File: config.mk
export PLATFORM = sky130hd
export DESIGN_NAME = fp_adder_rr_scheduler
export DESIGN_NICKNAME = d
export VERILOG_FILES = /design/src/rtl/fp_adder_rr_scheduler.sv
export SDC_FILE = /design/constraint.sdc
export NUM_CORES = 1
export LEC_CHECK = 0
export ABC_CLOCK_PERIOD_IN_PS = 4750
export CAP_MARGIN = 10
export CORE_ASPECT_RATIO = 1.75
export CORE_UTILIZATION = 30
export DETAILED_ROUTE_END_ITERATION = 6
export PLACE_DENSITY_LB_ADDON = 0.12
export SLEW_MARGIN = 20
export SYNTH_ARGS = -nofsm -noshare
export SYNTH_HDL_FRONTEND = slang
export SYNTH_SLANG_ARGS = --single-unit
File: constraint.sdc
create_clock -name i_clk -period 4.75 [get_ports i_clk]
set_input_delay 0.95 -clock i_clk [delete_from_list [all_inputs] [get_ports i_clk]]
set_output_delay 0.95 -clock i_clk [all_outputs]
set_load 0.005 [all_outputs]
File: src/rtl/fp_adder_rr_scheduler.sv
// ---------------------------------------------------------------------------
// fp_adder_rr_scheduler
//
// Purpose:
//   Lets N_REQ compute clients share one fully pipelined floating-point adder.
//   A round-robin arbiter grants one valid/ready request per cycle. The granted
//   operands are registered onto the adder inputs. The requester id travels
//   down a LATENCY-deep tag pipe alongside the adder, so each sum is returned
//   to the requester that issued it.
//
// Ports:
//   i_clk            clock, all logic on the rising edge
//   i_rst            synchronous reset, active high
//   i_req_vld        per-requester operand pair valid
//   i_req_a/i_req_b  packed operands, requester i at [32*i +: 32]
//   o_req_rdy        one-hot combinational grant
//   o_fpu_a/o_fpu_b  registered operands to the adder
//   o_fpu_arg_vld    registered operand valid to the adder
//   i_fpu_result     adder result (valid LATENCY cycles after arg_vld)
//   i_fpu_res_state  adder status (00 OK, 01 NAN, 10 INF, 11 NUL)
//   o_rsp_vld        one-hot owner of the returned result
//   o_rsp_result     returned sum
//   o_rsp_state      returned adder status, passed through unmodified
//   o_busy           at least one operation in flight
// ---------------------------------------------------------------------------
module fp_adder_rr_scheduler #(
    parameter  int N_REQ   = 4,
    parameter  int LATENCY = 6,
    localparam int ID_W    = $clog2(N_REQ)
) (
    input  logic                i_clk,
    input  logic                i_rst,
    input  logic [N_REQ-1:0]    i_req_vld,
    input  logic [32*N_REQ-1:0] i_req_a,
    input  logic [32*N_REQ-1:0] i_req_b,
    output logic [N_REQ-1:0]    o_req_rdy,
    output logic [31:0]         o_fpu_a,
    output logic [31:0]         o_fpu_b,
    output logic                o_fpu_arg_vld,
    input  logic [31:0]         i_fpu_result,
    input  logic [1:0]          i_fpu_res_state,
    output logic [N_REQ-1:0]    o_rsp_vld,
    output logic [31:0]         o_rsp_result,
    output logic [1:0]          o_rsp_state,
    output logic                o_busy
);

    localparam logic [N_REQ-1:0] ONE_HOT0 = {{(N_REQ-1){1'b0}}, 1'b1};

    logic [31:0]     w_req_a [N_REQ];
    logic [31:0]     w_req_b [N_REQ];

    logic [ID_W-1:0] r_ptr;
    logic            w_gnt_any;
    logic [ID_W-1:0] w_gnt_id;
    logic [31:0]     w_gnt_a;
    logic [31:0]     w_gnt_b;
    logic [ID_W:0]   w_sum;
    logic [ID_W-1:0] w_idx;

    logic            r_arg_vld;
    logic [ID_W-1:0] r_iss_id;
    logic [31:0]     r_fpu_a;
    logic [31:0]     r_fpu_b;

    logic            r_tag_vld [LATENCY];
    logic [ID_W-1:0] r_tag_id  [LATENCY];

    logic [N_REQ-1:0] r_rsp_vld;
    logic [31:0]      r_rsp_result;
    logic [1:0]       r_rsp_state;
    logic             w_busy;

    for (genvar gi = 0; gi < N_REQ; gi++) begin : g_unpack
        assign w_req_a[gi] = i_req_a[32*gi +: 32];
        assign w_req_b[gi] = i_req_b[32*gi +: 32];
    end

    // Round-robin search starting at r_ptr; the index wraps by a single
    // conditional subtract since ptr + offset never exceeds 2*N_REQ-2.
    always_comb begin
        w_gnt_any = 1'b0;
        w_gnt_id  = '0;
        w_gnt_a   = '0;
        w_gnt_b   = '0;
        w_sum     = '0;
        w_idx     = '0;
        for (int off = 0; off < N_REQ; off++) begin
            w_sum = {1'b0, r_ptr} + (ID_W+1)'(off);
            if (w_sum >= (ID_W+1)'(N_REQ)) begin
                w_sum = w_sum - (ID_W+1)'(N_REQ);
            end
            w_idx = w_sum[ID_W-1:0];
            if (!w_gnt_any && i_req_vld[w_idx]) begin
                w_gnt_any = 1'b1;
                w_gnt_id  = w_idx;
                w_gnt_a   = w_req_a[w_idx];
                w_gnt_b   = w_req_b[w_idx];
            end
        end
        // No grant may be seen by a requester while the block is in reset.
        if (i_rst) begin
            w_gnt_any = 1'b0;
        end
    end

    assign o_req_rdy = w_gnt_any ? (ONE_HOT0 << w_gnt_id) : '0;

    // Issue stage: operands hold their last value when nothing is granted.
    always_ff @(posedge i_clk) begin
        if (i_rst) begin
            r_ptr     <= '0;
            r_arg_vld <= 1'b0;
            r_iss_id  <= '0;
            r_fpu_a   <= '0;
            r_fpu_b   <= '0;
        end else begin
            r_arg_vld <= w_gnt_any;
            if (w_gnt_any) begin
                r_iss_id <= w_gnt_id;
                r_fpu_a  <= w_gnt_a;
                r_fpu_b  <= w_gnt_b;
                r_ptr    <= (w_gnt_id == ID_W'(N_REQ-1)) ? '0 : w_gnt_id + ID_W'(1);
            end
        end
    end

    // Tag pipe shifts every cycle; stage 0 follows the issue stage so the
    // tail lines up with the adder result of the same operation.
    always_ff @(posedge i_clk) begin
        if (i_rst) begin
            for (int j = 0; j < LATENCY; j++) begin
                r_tag_vld[j] <= 1'b0;
                r_tag_id[j]  <= '0;
            end
        end else begin
            r_tag_vld[0] <= r_arg_vld;
            r_tag_id[0]  <= r_iss_id;
            for (int j = 1; j < LATENCY; j++) begin
                r_tag_vld[j] <= r_tag_vld[j-1];
                r_tag_id[j]  <= r_tag_id[j-1];
            end
        end
    end

    // Return stage: adder outputs are only captured for a valid tail.
    always_ff @(posedge i_clk) begin
        if (i_rst) begin
            r_rsp_vld    <= '0;
            r_rsp_result <= '0;
            r_rsp_state  <= '0;
        end else begin
            r_rsp_vld <= r_tag_vld[LATENCY-1] ? (ONE_HOT0 << r_tag_id[LATENCY-1]) : '0;
            if (r_tag_vld[LATENCY-1]) begin
                r_rsp_result <= i_fpu_result;
                r_rsp_state  <= i_fpu_res_state;
            end
        end
    end

    always_comb begin
        w_busy = r_arg_vld;
        for (int j = 0; j < LATENCY; j++) begin
            w_busy = w_busy | r_tag_vld[j];
        end
    end

    assign o_fpu_a       = r_fpu_a;
    assign o_fpu_b       = r_fpu_b;
    assign o_fpu_arg_vld = r_arg_vld;
    assign o_rsp_vld     = r_rsp_vld;
    assign o_rsp_result  = r_rsp_result;
    assign o_rsp_state   = r_rsp_state;
    assign o_busy        = w_busy;

endmodule
==> summary.md <==
| Metric | Value |
|---|---|
| Synthesized area per cell | `8.614 µm²` |
| Yosys cell types | `57` |
| Crit path max-delay family | `buffers and inverters` |
| Leak | `5.578 nW` |
| Clk pin slew, worst setup/hold paths | `0.06 ns` |
| Worst setup EP type | `primary output` |
| Vias in the first global route | `11596` |
| Final setup viols | `0` |
| Highest Clock Rate | `234.9 MHz` |
| Relative slew margins | `29.56%` |
| Period utilisation layout | `89.64%` |
| Setup tns final | `0 ns` |
| Synth area leaders | `dfxtp_1, mux2i_1, a211oi_1` |
| FF-to-FF path depth | `7` |
| Critical path launch point type | `primary input` |
| Warnings from Yosys | `0` |
| DIE HEIGHT | `259.1 µm` |
| ANT nets after route | `0` |
| Yosys top cell by area | `dfxtp_1` |
| Ratio of cells with drive above 1 in the final layout | `12.69%` |
| Unrepaired setup endpoints after global routing | `no` |
| Gates resized, CTS repair | `0` |
| Status | `complete, no violations` |
| Synth Register Bits | `125` |
| Dpl hpwl | `29240 µm` |
| Number of buffers created by CTS | `17` |
| Setup WS post-layout | `0.4923 ns` |
| Worst VDD drop | `0.2124 mV` |
| R2R setup slack | `1.33 ns` |
| Arr. time, crit path | `3.31 ns` |
| Nets | `1915` |
| Pwr Density | `317.6 nW/µm²` |
| Cell with the most instances after synthesis | `mux2i_1` |
| Filler instances | `3768` |
| Min Clock Period, post-route | `4.258 ns` |
| Clk_lat worst skew | `0.44 ns` |
| First DRT Iteration DRCs | `534` |
| Placed Cells incl. Taps | `2075` |
| Grt total ovfl | `0` |
| Post-CTS setup buffer count | `0` |
| Crit Path Max Fanout | `14` |
| Cells after Synth | `1315` |
| Syn_nets | `1611` |
| Full die area | `38570 µm²` |
| Required @ worst endpoint | `3.80 ns` |
| Crit-path slowest cell | `clkdlybuf4s50_1` |
| CP cell instances | `clkdlybuf4s50_1, a21oi_1, o21a_1, o22ai_1, nor3b_1, clkdlybuf4s50_1` |
| Pre-Repair DR Iteration Count | `5` |
| Core area | `37000 µm²` |
| Cell mode on critical path | `clkdlybuf4s50_1` |
| CTS Hold Bufs | `0` |
| Hold crit path type | `flip-flop to flip-flop` |
| Crit path buffers/inverters | `2` |
| Hold Violations, Final | `0` |
| Syn-to-layout area delta | `40.85%` |
| Worst r2r src | `r_ptr[1]` |
| Vias per inst | `5.456` |
| Routability cong. | `0.8003` |
| Top-area cell type share of the netlist area | `22.09%` |
| Max clock buf depth | `2` |
| Footprint of the multi-input gates | `8006 µm²` |
| Overall power | `5.068 mW` |
| EDFF count, synth | `0` |
| Initial antenna violation count | `0` |
| CTS tree | `yes` |
| Hold Path Cell Cnt | `1` |
| Critical path origin | `i_req_vld[0]` |
| Max Cap Viol | `0` |
| Die Wd | `148.9 µm` |
| Drt wl/cell | `20.05 µm` |
| Num Clock Sinks | `125` |
| Mapped cell area | `11330 µm²` |
| CTS HTree Levels | `4` |
| I/O Pins | `404` |
| Crit Path Category | `primary input to primary output` |
| DRC | `0` |
| Max Clock Skew | `0.01192 ns` |
| First-pass GRT wire length | `63730 µm` |
| Std-Cell Rows | `93` |
| Reg area | `2511 µm²` |
| Largest net degree at the start of global routing | `157` |
| Critical Path Sink | `o_req_rdy[0]` |
| Finished Core Util | `43.12%` |
| Ys async rst share | `0%` |
| Overall routing resource usage | `21.41%` |
| Port buffer count | `403` |
| CTS Root Cell | `clkbuf_16` |
| Sequential share of the synthesized area | `22.09%` |
| Layout Cells excl Fill | `2107` |
| Slew at the pin closest to its max-slew limit | `1.057 ns` |
| Critical Path Max Stage Delay | `0.77 ns` |
| Most instantiated cells after synthesis | `mux2i_1, nor2_1, dfxtp_1` |
| Crit path depth | `6` |
| Synth Flop Type | `dfxtp_1` |
| Pins Over Slew Limit | `0` |
| Final wirelength | `42250 µm` |
| Initial Util | `30.61%` |
| Pre-CTS WS | `0.4750 ns` |
| Via count | `11496` |
| Worst r2r dst | `o_fpu_a[4]` |
==> per-stage QoR <==
step | hold WS [ns] | area (µm²)
final | 0.4310 | 15950
after detailed placement | 0.4218 | 15380
after global placement | 0.4204 | 15380
after floorplan | 0.4138 | 11330
after global routing | 0.4584 | 15950
after CTS | 0.4322 | 15950
==> worst register-to-register path, cell delays in order, from the launching register on <==
cell and delay, ns:
dfxtp_4 0.86, buf_4 0.71, or2_2 0.29, a21oi_4 0.04, or2_2 0.50, buf_4 0.31
o311ai_1 0.45, o211ai_2 0.13
==> report_power, final <==
group	internal, mW	leakage, nW	total, mW	switching (mW)
sequential	1.20	1.03	1.35	0.149
clock	0.769	0.272	1.31	0.543
combinational	1.17	4.28	2.40	1.24
==> cell usage in the layout (no fill, tap or decap), types with 20 or more instances in the layout <==
| master | count |
|---|---|
| nor2_1 | 165 |
| nand2_1 | 70 |
| a22oi_1 | 63 |
| a211oi_1 | 118 |
| nor2b_1 | 20 |
| clkdlybuf4s50_1 | 402 |
| o311ai_1 | 61 |
| and2_1 | 63 |
| a21oi_1 | 71 |
| o211ai_2 | 60 |
| dfxtp_1 | 122 |
| mux2i_1 | 226 |
| mux2_2 | 65 |
==> cell families after synthesis <==
logic type	after synthesis	share of synthesized area [%]
xor gates and xnor gates	1	0.07734
buffers and inverters	144	7.489
DFF	125	22.09
and+or+nand+nor	352	14.71
AOI/OAI and AO/OA	401	29.00
muxes	292	26.63
==> registers in the layout, summed over array words and instances (netlist names) <==
name and count:
o_fpu_a 32, o_fpu_arg_vld 1, o_fpu_b 32, o_rsp_result 32, o_rsp_state 2, o_rsp_vld 4
r_iss_id 2, r_ptr 2, r_tag_id 12, r_tag_vld 6
==> layer usage <==
layer  GRT usage (%)  share of wire, %
met1           21.30                36
met2           42.12                55
met3           3.989               5.4
met4           9.099               2.9
met5               0                 0
==> area by class of cell <==
class,instances,area share [%]
clock buffers,17,2.666
flip-flops and latches,125,15.74
clock inverters,14,0.8940
diodes,1,0.01568
inverters,4,0.09411
repair buffers,425,26.68
multi-input cells,1046,50.18
well taps,475,3.725
==> worst min path at each step <==
stage | slack [ns] | to | startpoint
floorplan | 0.41 | r_tag_id[1][0] | r_tag_id[0][0]
global placement | 0.42 | r_tag_id[2][1] | r_tag_id[1][1]
detailed placement | 0.42 | r_tag_id[3][0] | r_tag_id[2][0]
CTS | 0.43 | r_tag_id[3][0] | r_tag_id[2][0]
global route | 0.46 | r_tag_id[3][0] | r_tag_id[2][0]
finish | 0.43 | r_tag_id[3][0] | r_tag_id[2][0]
Power figures use the tool's default switching activity.
